===== src/rtl/cypher_pkg.sv =====
// Shared types and helpers for the cypher matcher: FSM state encoding,
// default parameter values, and per-digit extraction from a packed cypher.
package cypher_pkg;

  typedef enum logic [1:0] {
    FILL,
    SCAN,
    LOCKED
  } state_t;

  localparam int unsigned DEF_DIGIT_W    = 4;
  localparam int unsigned DEF_NUM_DIGITS = 4;
  localparam int unsigned DEF_SUM_W      = 8;

  // Upper bounds on the widths the extraction helper can handle.
  localparam int unsigned MAX_DIGIT_W  = 32;
  localparam int unsigned MAX_CYPHER_W = 1024;

  // Digit idx lives at bits [idx*digit_w +: digit_w] of the packed cypher.
  function automatic logic [MAX_DIGIT_W-1:0] cypher_digit(
    input logic [MAX_CYPHER_W-1:0] cypher,
    input int unsigned             idx,
    input int unsigned             digit_w
  );
    logic [MAX_CYPHER_W-1:0] shifted;
    shifted = cypher >> (idx * digit_w);
    return shifted[MAX_DIGIT_W-1:0] & ((MAX_DIGIT_W'(1) << digit_w) - MAX_DIGIT_W'(1));
  endfunction

endpackage


===== src/rtl/cypher_matcher_if.sv =====
// Digit stream handshake between the entry front end and the cypher matcher.
interface cypher_matcher_if import cypher_pkg::*; #(
  parameter int unsigned DIGIT_W = DEF_DIGIT_W
) ();

  logic               in_valid;
  logic [DIGIT_W-1:0] in_digit;
  logic               in_ready;

  modport master (output in_valid, output in_digit, input  in_ready);
  modport slave  (input  in_valid, input  in_digit, output in_ready);

endinterface


===== src/rtl/cypher_matcher_digit_window.sv =====
// Sliding window of the last NUM_DIGITS accepted digits plus a slot-wise
// comparison of the window as it will look after the next shift.
module digit_window import cypher_pkg::*; #(
  parameter int unsigned DIGIT_W    = DEF_DIGIT_W,
  parameter int unsigned NUM_DIGITS = DEF_NUM_DIGITS
) (
  input  logic                          clock,
  input  logic                          reset,
  input  logic                          clear,
  input  logic                          shift_en,
  input  logic [DIGIT_W-1:0]            digit_in,
  input  logic [DIGIT_W*NUM_DIGITS-1:0] cypher,
  output logic                          next_window_match
);

  localparam int unsigned WIN_W = DIGIT_W * NUM_DIGITS;

  // Slot 0 (lowest bits) is the oldest digit; the newest enters at the top.
  logic [WIN_W-1:0] win_q;
  logic [WIN_W-1:0] win_d;

  always_comb begin
    win_d = WIN_W'({digit_in, win_q} >> DIGIT_W);
    next_window_match = 1'b1;
    for (int unsigned i = 0; i < NUM_DIGITS; i++) begin
      if (win_d[i*DIGIT_W +: DIGIT_W] !=
          DIGIT_W'(cypher_digit(MAX_CYPHER_W'(cypher), i, DIGIT_W))) begin
        next_window_match = 1'b0;
      end
    end
  end

  always_ff @(posedge clock or posedge reset) begin
    if (reset) begin
      win_q <= '0;
    end else if (clear) begin
      win_q <= '0;
    end else if (shift_en) begin
      win_q <= win_d;
    end
  end

endmodule


===== src/rtl/cypher_matcher.sv =====
// Cypher detector: digit window compare with fill qualifier, saturating
// running sum, and a control FSM that locks after a match until cleared.
module cypher_matcher import cypher_pkg::*; #(
  parameter  int unsigned DIGIT_W    = DEF_DIGIT_W,
  parameter  int unsigned NUM_DIGITS = DEF_NUM_DIGITS,
  parameter  int unsigned SUM_W      = DEF_SUM_W,
  localparam int unsigned CNT_W      = $clog2(NUM_DIGITS + 1)
) (
  input  logic                          clock,
  input  logic                          reset,
  input  logic                          clear,
  input  logic                          cypher_load,
  input  logic [DIGIT_W*NUM_DIGITS-1:0] cypher_in,
  cypher_matcher_if.slave               digit_bus,
  output logic                          match,
  output logic                          locked,
  output logic [SUM_W-1:0]              sum,
  output logic                          sum_sat,
  output logic [CNT_W-1:0]              digit_count
);

  localparam logic [SUM_W:0] SUM_MAX = {1'b0, {SUM_W{1'b1}}};

  state_t                        state;
  state_t                        state_n;
  logic [DIGIT_W*NUM_DIGITS-1:0] cypher_q;
  logic                          accept;
  logic                          window_match;
  logic                          fill_done;
  logic                          go_lock;
  logic [CNT_W-1:0]              count_inc;
  logic [SUM_W:0]                sum_ext;

  assign digit_bus.in_ready = (state != LOCKED) && !clear;
  assign accept             = digit_bus.in_valid && digit_bus.in_ready;
  assign locked             = (state == LOCKED);
  assign count_inc          = digit_count + 1'b1;
  assign fill_done          = (count_inc == CNT_W'(NUM_DIGITS));
  assign sum_ext            = {1'b0, sum} + {{(SUM_W + 1 - DIGIT_W){1'b0}}, digit_bus.in_digit};

  digit_window #(
    .DIGIT_W    (DIGIT_W),
    .NUM_DIGITS (NUM_DIGITS)
  ) u_window (
    .clock             (clock),
    .reset             (reset),
    .clear             (clear),
    .shift_en          (accept),
    .digit_in          (digit_bus.in_digit),
    .cypher            (cypher_q),
    .next_window_match (window_match)
  );

  always_ff @(posedge clock or posedge reset) begin
    if (reset) begin
      state <= FILL;
    end else begin
      state <= state_n;
    end
  end

  always_comb begin
    state_n = state;
    go_lock = 1'b0;
    case (state)
      FILL: begin
        if (accept && fill_done) begin
          if (window_match) begin
            go_lock = 1'b1;
            state_n = LOCKED;
          end else begin
            state_n = SCAN;
          end
        end
      end
      SCAN: begin
        if (accept && window_match) begin
          go_lock = 1'b1;
          state_n = LOCKED;
        end
      end
      LOCKED: ;
      default: state_n = FILL;
    endcase
    if (clear) begin
      state_n = FILL;
    end
  end

  // Saturation is flagged once the sum reaches its ceiling, and sticks.
  always_ff @(posedge clock or posedge reset) begin
    if (reset) begin
      sum         <= '0;
      sum_sat     <= 1'b0;
      digit_count <= '0;
      match       <= 1'b0;
    end else if (clear) begin
      sum         <= '0;
      sum_sat     <= 1'b0;
      digit_count <= '0;
      match       <= 1'b0;
    end else begin
      match <= go_lock;
      if (accept) begin
        if (sum_ext >= SUM_MAX) begin
          sum     <= '1;
          sum_sat <= 1'b1;
        end else begin
          sum <= sum_ext[SUM_W-1:0];
        end
        if (state == FILL) begin
          digit_count <= count_inc;
        end
      end
    end
  end

  // Cypher survives clear; a load in the accepting cycle only affects later compares.
  always_ff @(posedge clock or posedge reset) begin
    if (reset) begin
      cypher_q <= '0;
    end else if (cypher_load && (state != LOCKED)) begin
      cypher_q <= cypher_in;
    end
  end

endmodule


===== src/flat_wrapper.sv =====
// flat-port wrapper written by rule: the top's interface ports become plain ports
module cypher_matcher_flat import cypher_pkg::*;
#(
  parameter  int unsigned DIGIT_W    = DEF_DIGIT_W,
  parameter  int unsigned NUM_DIGITS = DEF_NUM_DIGITS,
  parameter  int unsigned SUM_W      = DEF_SUM_W,
  localparam int unsigned CNT_W      = $clog2(NUM_DIGITS + 1)
)
  (clock, reset, clear, cypher_load, cypher_in, match, locked, sum, sum_sat, digit_count, digit_bus_in_valid, digit_bus_in_digit, digit_bus_in_ready);
  cypher_matcher_if #(.DIGIT_W(DIGIT_W)) digit_bus_i ();
  input  logic clock;
  input  logic reset;
  input  logic clear;
  input  logic cypher_load;
  input  logic [DIGIT_W*NUM_DIGITS-1:0] cypher_in;
  output logic match;
  output logic locked;
  output logic [SUM_W-1:0] sum;
  output logic sum_sat;
  output logic [CNT_W-1:0] digit_count;
  input wire logic [$bits(digit_bus_i.in_valid)-1:0] digit_bus_in_valid;
  input wire logic [$bits(digit_bus_i.in_digit)-1:0] digit_bus_in_digit;
  output wire logic [$bits(digit_bus_i.in_ready)-1:0] digit_bus_in_ready;
  assign digit_bus_i.in_valid = digit_bus_in_valid;
  assign digit_bus_i.in_digit = digit_bus_in_digit;
  assign digit_bus_in_ready = digit_bus_i.in_ready;
  cypher_matcher #(.DIGIT_W(DIGIT_W), .NUM_DIGITS(NUM_DIGITS), .SUM_W(SUM_W)) u_core (.clock(clock), .reset(reset), .clear(clear), .cypher_load(cypher_load), .cypher_in(cypher_in), .digit_bus(digit_bus_i), .match(match), .locked(locked), .sum(sum), .sum_sat(sum_sat), .digit_count(digit_count));
endmodule

===== config.mk =====
export PLATFORM = sky130hd
export DESIGN_NAME = cypher_matcher_flat
export DESIGN_NICKNAME = d
export VERILOG_FILES = /design/src/rtl/cypher_pkg.sv /design/src/rtl/cypher_matcher_if.sv /design/src/rtl/cypher_matcher_digit_window.sv /design/src/rtl/cypher_matcher.sv /design/src/flat_wrapper.sv
export SDC_FILE = /design/constraint.sdc
export NUM_CORES = 1
export LEC_CHECK = 0
export ABC_AREA = 1
export BUFFER_PORTS_ARGS = -buffer_cell sky130_fd_sc_hd__buf_2
export CAP_MARGIN = 20
export CORE_MARGIN = 2
export CORE_UTILIZATION = 60
export DETAILED_ROUTE_END_ITERATION = 16
export GPL_TIMING_DRIVEN = 0
export HOLD_SLACK_MARGIN = 0.05
export PLACE_DENSITY = 0.85
export REMOVE_ABC_BUFFERS = 1
export SLEW_MARGIN = 20
export SYNTH_ARGS = -nofsm -noshare
export SYNTH_HDL_FRONTEND = slang
export SYNTH_SLANG_ARGS = --single-unit

===== constraint.sdc =====
create_clock -name clock -period 5.4 [get_ports clock]
set_input_delay 0.27 -clock clock [delete_from_list [all_inputs] [get_ports clock]]
set_output_delay 0.27 -clock clock [all_outputs]
set_load 0.005 [all_outputs]

==> metrics.yaml, run 1 <==
grt_use_total: 0.240
syn_area_um2: 2290
layout_common_cells: "nand2_1, dfrtp_1, buf_2"
clock.fmax_mhz: 467
io_pins: 40
hp-class: "input port to register"
tightest_slew_ns: 0.567
cts_root_buffer: "clkbuf_8"
finalCritPeriodShare: 0.396
cap_violations: 0
setup_slack_ns: 3.26
fillers: 280
rows: 22
ys_types: 27
cts_resized: 0
cts_tree: "done"
crit_fanout: 7
crit_slowest_cell: "fa_1"
critPathArrivalTime_ns: 2.37
grt_pass1_wl_mm: 7.78
relSlewSlack: 0.622
cts_buffers: 5
layout.nets: 333
syn2layout_area_growth_pct: 16.5
leakage_nw: 1.40
drive_above_1_share: 0.245
core_um2: 3660
gp_congestion: 0.836
n_antenna_cell: 0
clkSlewWorstSetupHoldPaths_ns: 0.08
hold_viol: 0
synth_simple_gate_area_share: 0.213
synth-compound-area-share: 0.0596
syn_area_per_cell_um2: 8.87
rsz0062_at_grt: "no"
die_x_um: 65.7
drt-total-wl_mm: 4.54
ys_seq_area_frac: 0.470
finalCriticalPeriod_ns: 2.14
htree_levels: 2
clock_latency_ns: 0.30
place_ws_ns: 3.31
dp_hpwl_mm: 3.36
clockBufferDepth: 2
die_area_um2: 4320
start_util: 0.625
grt_overflow_total: 0
via_per_inst: 5.25
ant_nets: 0
drt_iter0_markers: 93
die_height_um: 65.7
critPathCaptureType: "register"
crit_type: "register to register"
final_common_cell: "nand2_1"
portBuffers: 39
syn_inst: 258
total_power_mw: 0.846
cp_cell_sequence: "ha_1 -> inv_1 -> fa_1 -> xnor2_1 -> nand3_1 -> nor2_1 -> nand2_1 -> nor2_1 -> nand2_1 -> nand2_1 -> nand2_2 -> a21oi_2"
grt_pass1_vias: 1802
vias: 1837
cts.sinks: 43
first_pass_iters: 4
tns_ns: 0
synthAdderAreaFrac: 0.0416
routedWlPerCell_um: 13.0
worst_ep_required_time_ns: 5.63
finalSetupViolations: 0
pwr_density_cell_nw_per_um2: 318
fin_worst_skew_ns: 0.00943
cp-start-kind: "register"
status: "completed"
yosysWarnings: 0
synth_top_family_by_area: "simple AND/OR/NAND/NOR gates"
irDropWorstVdd_uv: 249
synthMuxAreaShare: 0.0739
grt_antenna_before_repair: 0
slew_viol_final: 0
ys_ff_latch: 43
route.detailed.drc: 0
worst_path_most_repeated_cell: "nand2_1"
post_cts_buffers: 0
synth-xor-area-share: 0.0651
grt_max_degree: 36
slowest_delay_ns: 0.41
-- per-layer routing --
layer | track usage | share of wire | vias up
li1 | - | - | 906
met1 | 0.296 | 0.42 | 871
met2 | 0.417 | 0.51 | 56
met3 | 0.0514 | 0.056 | 4
met4 | 0.0807 | 0.013 | 0
met5 | 0 | 0 | -
-- flip-flops by register name, summed over array words and instances, names as in the netlist --
name / cells
u_core.cypher_q: 16
u_core.u_window.win_q: 12
u_core.sum: 8
u_core.digit_count: 3
u_core.state: 2
u_core.match: 1
u_core.sum_sat: 1
-- worst paths after layout --
check,slack [ns],endpoint,cells after the start,from
setup reg to reg,3.26,u_core.sum_sat$_DFFE_PP0P_,12,u_core.sum[0]$_DFFE_PP0P_
hold reg to reg,0.52,u_core.u_window.win_q[5]$_DFFE_PP0P_,2,u_core.u_window.win_q[5]$_DFFE_PP0P_
setup / recovery,3.26,u_core.sum_sat$_DFFE_PP0P_,12,u_core.sum[0]$_DFFE_PP0P_
min in group asynchronous,0.44,u_core.sum[2]$_DFFE_PP0P_,3,reset
max in group asynchronous,4.52,u_core.u_window.win_q[15]$_DFFE_PP0P_,4,reset
hold / removal,0.19,u_core.cypher_q[6]$_DFFE_PP0P_,2,cypher_in[6]
-- critical path, delay by kind of cell, from the launching register on --
| kind | cells | cell delay (ns) |
|---|---|---|
| fa+ha+maj | 2 | 0.62 |
| compound gates | 1 | 0.14 |
| flops | 1 | 0.37 |
| xor+xnor | 1 | 0.22 |
| simple gates | 7 | 0.65 |
| buf+inv | 1 | 0.07 |
-- power by group --
group / total, mW / internal [mW] / leakage, nW / switching (mW)
clock: 0.292 / 0.185 / 0.0654 / 0.107
combinational: 0.169 / 0.0758 / 0.784 / 0.0937
sequential: 0.385 / 0.356 / 0.552 / 0.0286
total: 0.846 / 0.617 / 1.40 / 0.229
-- cells by family (layout without fill, tap and decap cells) --
| group | count (synthesis) | after routing |
|---|---|---|
| adders and majority gates | 7 | 7 |
| xor gates and xnor gates | 17 | 17 |
| and+or+nand+nor | 112 | 112 |
| AOI/OAI and AO/OA | 24 | 24 |
| buffers and inverters | 40 | 84 |
| DFF | 43 | 43 |
| muxes | 15 | 15 |
-- layout make-up --
cell class	instances	area, um^2	share of cell area
timing repair buffer	41	225	0.0845
multi-input combinational	175	1040	0.389
clock inverter	2	60.1	0.0225
tap	48	60.1	0.0225
sequential	43	1080	0.404
clock buffer	6	72.6	0.0272
inverter	35	134	0.0503
-- timing repair --
item / in CTS / in global routing
hold buffers: 1 / 0
endpoints found under the setup margin: 0 / 0
hold endpoints to repair: 8 / 0
-- stage by stage --
stage / cell area (um^2) / hold WS, ns / utilization / instances
6_report: 2660 / 0.194 / 0.728 / 350
4_1_cts: 2660 / 0.193 / 0.728 / 350
3_3_place_gp: 2500 / 0.489 / 0.683 / 340
2_1_floorplan: 2250 / 0.326 / - / 253
5_1_grt: 2660 / 0.191 / 0.728 / 350
3_5_place_dp: 2520 / 0.207 / 0.689 / 341
-- Yosys cell counts (all sizes together) --
| cell type | number | area, um^2 |
|---|---|---|
| nand2 | 64 | 253 |
| dfrtp | 43 | 1080 |
| inv | 35 | 134 |
| nor2 | 26 | 110 |
| nand3 | 18 | 95.1 |
| xor2 | 16 | 140 |
| mux2 | 15 | 169 |
| a21oi | 8 | 43.8 |
| o22ai | 8 | 50.1 |
| o21ai | 7 | 35.0 |
| ha | 6 | 75.1 |
| buf | 5 | 41.3 |
| nand3b | 3 | 22.5 |
| a211oi | 1 | 7.51 |
| fa | 1 | 20.0 |
| nand4 | 1 | 6.26 |
| xnor2 | 1 | 8.76 |
Note: power is estimated with default switching activity, not from simulation.
==> inputs of run 2 (changes only) <==
--- a/config.mk
+++ b/config.mk
@@ -9,11 +9,11 @@
 export BUFFER_PORTS_ARGS = -buffer_cell sky130_fd_sc_hd__buf_2
 export CAP_MARGIN = 20
 export CORE_MARGIN = 2
-export CORE_UTILIZATION = 60
+export CORE_UTILIZATION = 55
 export DETAILED_ROUTE_END_ITERATION = 16
 export GPL_TIMING_DRIVEN = 0
 export HOLD_SLACK_MARGIN = 0.05
-export PLACE_DENSITY = 0.85
+export PLACE_DENSITY = 0.79
 export REMOVE_ABC_BUFFERS = 1
 export SLEW_MARGIN = 20
 export SYNTH_ARGS = -nofsm -noshare
==> constraint.sdc (replaced) <==
create_clock -name clock -period 2 [get_ports clock]
set_input_delay 0.1 -clock clock [delete_from_list [all_inputs] [get_ports clock]]
set_output_delay 0.1 -clock clock [all_outputs]
set_load 0.005 [all_outputs]
==> run 2 against run 1 <==
Net effect:
- the flow now finishes with violations (negative setup slack)
- total power grew 150%
- non-clock buffer count rose by 17
- critical endpoint unchanged
- die area grew 8.5%
- maximum frequency is 2.1% higher
- sequential share of layout area shrank 2.4 points
- routed wire length up 4.5%
- first-iteration DRC count decreased by 23%
- clock-buffer cell count unchanged
- critical path type unchanged
==> metrics.yaml, run 2 (synthesis gave the netlist of run 1 again) <==
status: "finished with violations"
violations: "negative setup slack"
cp-start-kind: "register"
clkSlewWorstSetupHoldPaths_ns: 0.08
crit_fanout: 7
finalSetupViolations: 7
min_from: "digit_bus_in_digit[2]"
rows: 23
top_register: "u_core.cypher_q"
finalCritPeriodShare: 1.05
drt_iter0_markers: 72
drive_above_1_share: 0.273
cpLargestDelayFamily: "simple AND/OR/NAND/NOR gates"
die_area_um2: 4690
start_util: 0.572
ant_nets: 0
worst_ep_required_time_ns: 2.24
via_per_inst: 5.24
drt-total-wl_mm: 4.75
cts.sinks: 43
leakage_nw: 1.47
core_um2: 4000
grt_use_total: 0.222
portBuffers: 39
irDropWorstVdd_uv: 507
fin_worst_skew_ns: 0.00305
grt_pass1_vias: 1807
grt_antenna_before_repair: 0
clock.fmax_mhz: 477
reg2reg_depth: 13
utilization: 0.708
tightest_slew_ns: 0.562
grt_max_degree: 23
cts_root_buffer: "clkbuf_8"
slowest_delay_ns: 0.38
routedWlPerCell_um: 12.9
slew_viol_final: 0
holdPathEnd: "u_core.u_window.win_q[14]$_DFFE_PP0P_"
cp_cell_sequence: "ha_2 -> inv_2 -> fa_2 -> nand3b_1 -> nand2_2 -> nand2_1 -> nand2_1 -> nand2_1 -> nor2_2 -> nand2_1 -> nand2_2 -> nand2_4 -> a21oi_2"
layout.nets: 350
total_power_mw: 2.09
worst_path_most_repeated_cell: "nand2_1"
gp_congestion: 0.884
route.detailed.drc: 0
hold_viol: 0
grt_overflow_total: 0
finalCriticalPeriod_ns: 2.10
layout_common_cells: "nand2_1, dfrtp_1, buf_2"
crit_slowest_cell: "dfrtp_1"
rsz0062_at_grt: "yes"
dp_hpwl_mm: 3.32
place_ws_ns: -0.0796
htree_levels: 2
die_height_um: 68.5
clockBufferDepth: 2
holdPathStages: 3
vias: 1935
critPathArrivalTime_ns: 2.33
cap_violations: 0
clock_latency_ns: 0.30
n_antenna_cell: 0
largest_register_ffs: 16
r2r-end: "u_core.sum_sat$_DFFE_PP0P_"
reg2reg_from: "u_core.sum[0]$_DFFE_PP0P_"
cts_buffers: 5
setup_slack_ns: -0.0973
grt_pass1_wl_mm: 7.60
rrSetupSlack_ns: -0.1
relSlewSlack: 0.625
crit_buf_inv: 1
syn2layout_area_growth_pct: 23.8
crit_type: "register to register"
cts_tree: "done"
final_common_cell: "nand2_1"
die_x_um: 68.5
largestRegisters: "u_core.cypher_q x16, u_core.u_window.win_q x12, u_core.sum x8"
critPathCaptureType: "register"
first_pass_iters: 5
pwr_density_cell_nw_per_um2: 738
io_pins: 40
hp-class: "input port to register"
[run 2: worst max path at each step]
stage,from,cells after the start,slack (ns),endpoint
CTS,u_core.sum[0]$_DFFE_PP0P_,13,0.02,u_core.sum_sat$_DFFE_PP0P_
global placement,u_core.sum[0]$_DFFE_PP0P_,12,-0.04,u_core.sum_sat$_DFFE_PP0P_
finish,u_core.sum[0]$_DFFE_PP0P_,13,-0.1,u_core.sum_sat$_DFFE_PP0P_
global route,u_core.sum[0]$_DFFE_PP0P_,13,-0.21,u_core.sum_sat$_DFFE_PP0P_
detailed placement,u_core.sum[0]$_DFFE_PP0P_,11,-0.08,u_core.sum_sat$_DFFE_PP0P_
floorplan,u_core.sum[0]$_DFFE_PP0P_,11,0.12,u_core.sum_sat$_DFFE_PP0P_
[run 2: what timing repair did]
| item | CTS | global route |
|---|---|---|
| endpoints found under the hold margin | 37 | 0 |
| pin swaps | 0 | 10 |
| hold buffers | 17 | 0 |
| gates resized for setup | 4 | 9 |
| gates cloned | 0 | 0 |
| setup endpoints to repair | 7 | 17 |
| setup buffers | 1 | 0 |
[run 2: area by class of cell]
cell class	instances	area, um^2
inverter	35	134
clock inverter	2	12.5
sequential	43	1080
tap	50	62.6
clock buffer	6	72.6
timing repair buffer	58	400
multi-input combinational	175	1070
fill	311	1170
[run 2: per-stage QoR]
stage / hold slack, ns / cells / TNS [ns] / cell area (um^2)
after floorplan: 0.156 / 253 / 0 / 2250
after global routing: 0.0848 / 369 / -1.72 / 2830
final: 0.0764 / 369 / -0.490 / 2830
after global placement: 0.331 / 342 / -0.0979 / 2500
after CTS: 0.0686 / 369 / 0 / 2810
after detailed placement: 0.166 / 343 / -0.342 / 2530
[run 2: tightest hold or removal path: stages]
cell and delay [ns]:
buf_2 0.12, nand2_1 0.05, o21ai_0 0.07
[run 2: layer usage]
layer | GRT usage | share of wire
met1 | 0.272 | 0.44
met2 | 0.370 | 0.49
met3 | 0.0444 | 0.044
met4 | 0.115 | 0.024
met5 | 0 | 0
[run 2: where the power goes]
| group | total (mW) | switching, mW | internal, mW | leakage [nW] |
|---|---|---|---|---|
| Clock | 0.550 | 0.306 | 0.244 | 0.0412 |
| Combinational | 0.502 | 0.265 | 0.236 | 0.874 |
| Sequential | 1.04 | 0.0768 | 0.961 | 0.552 |
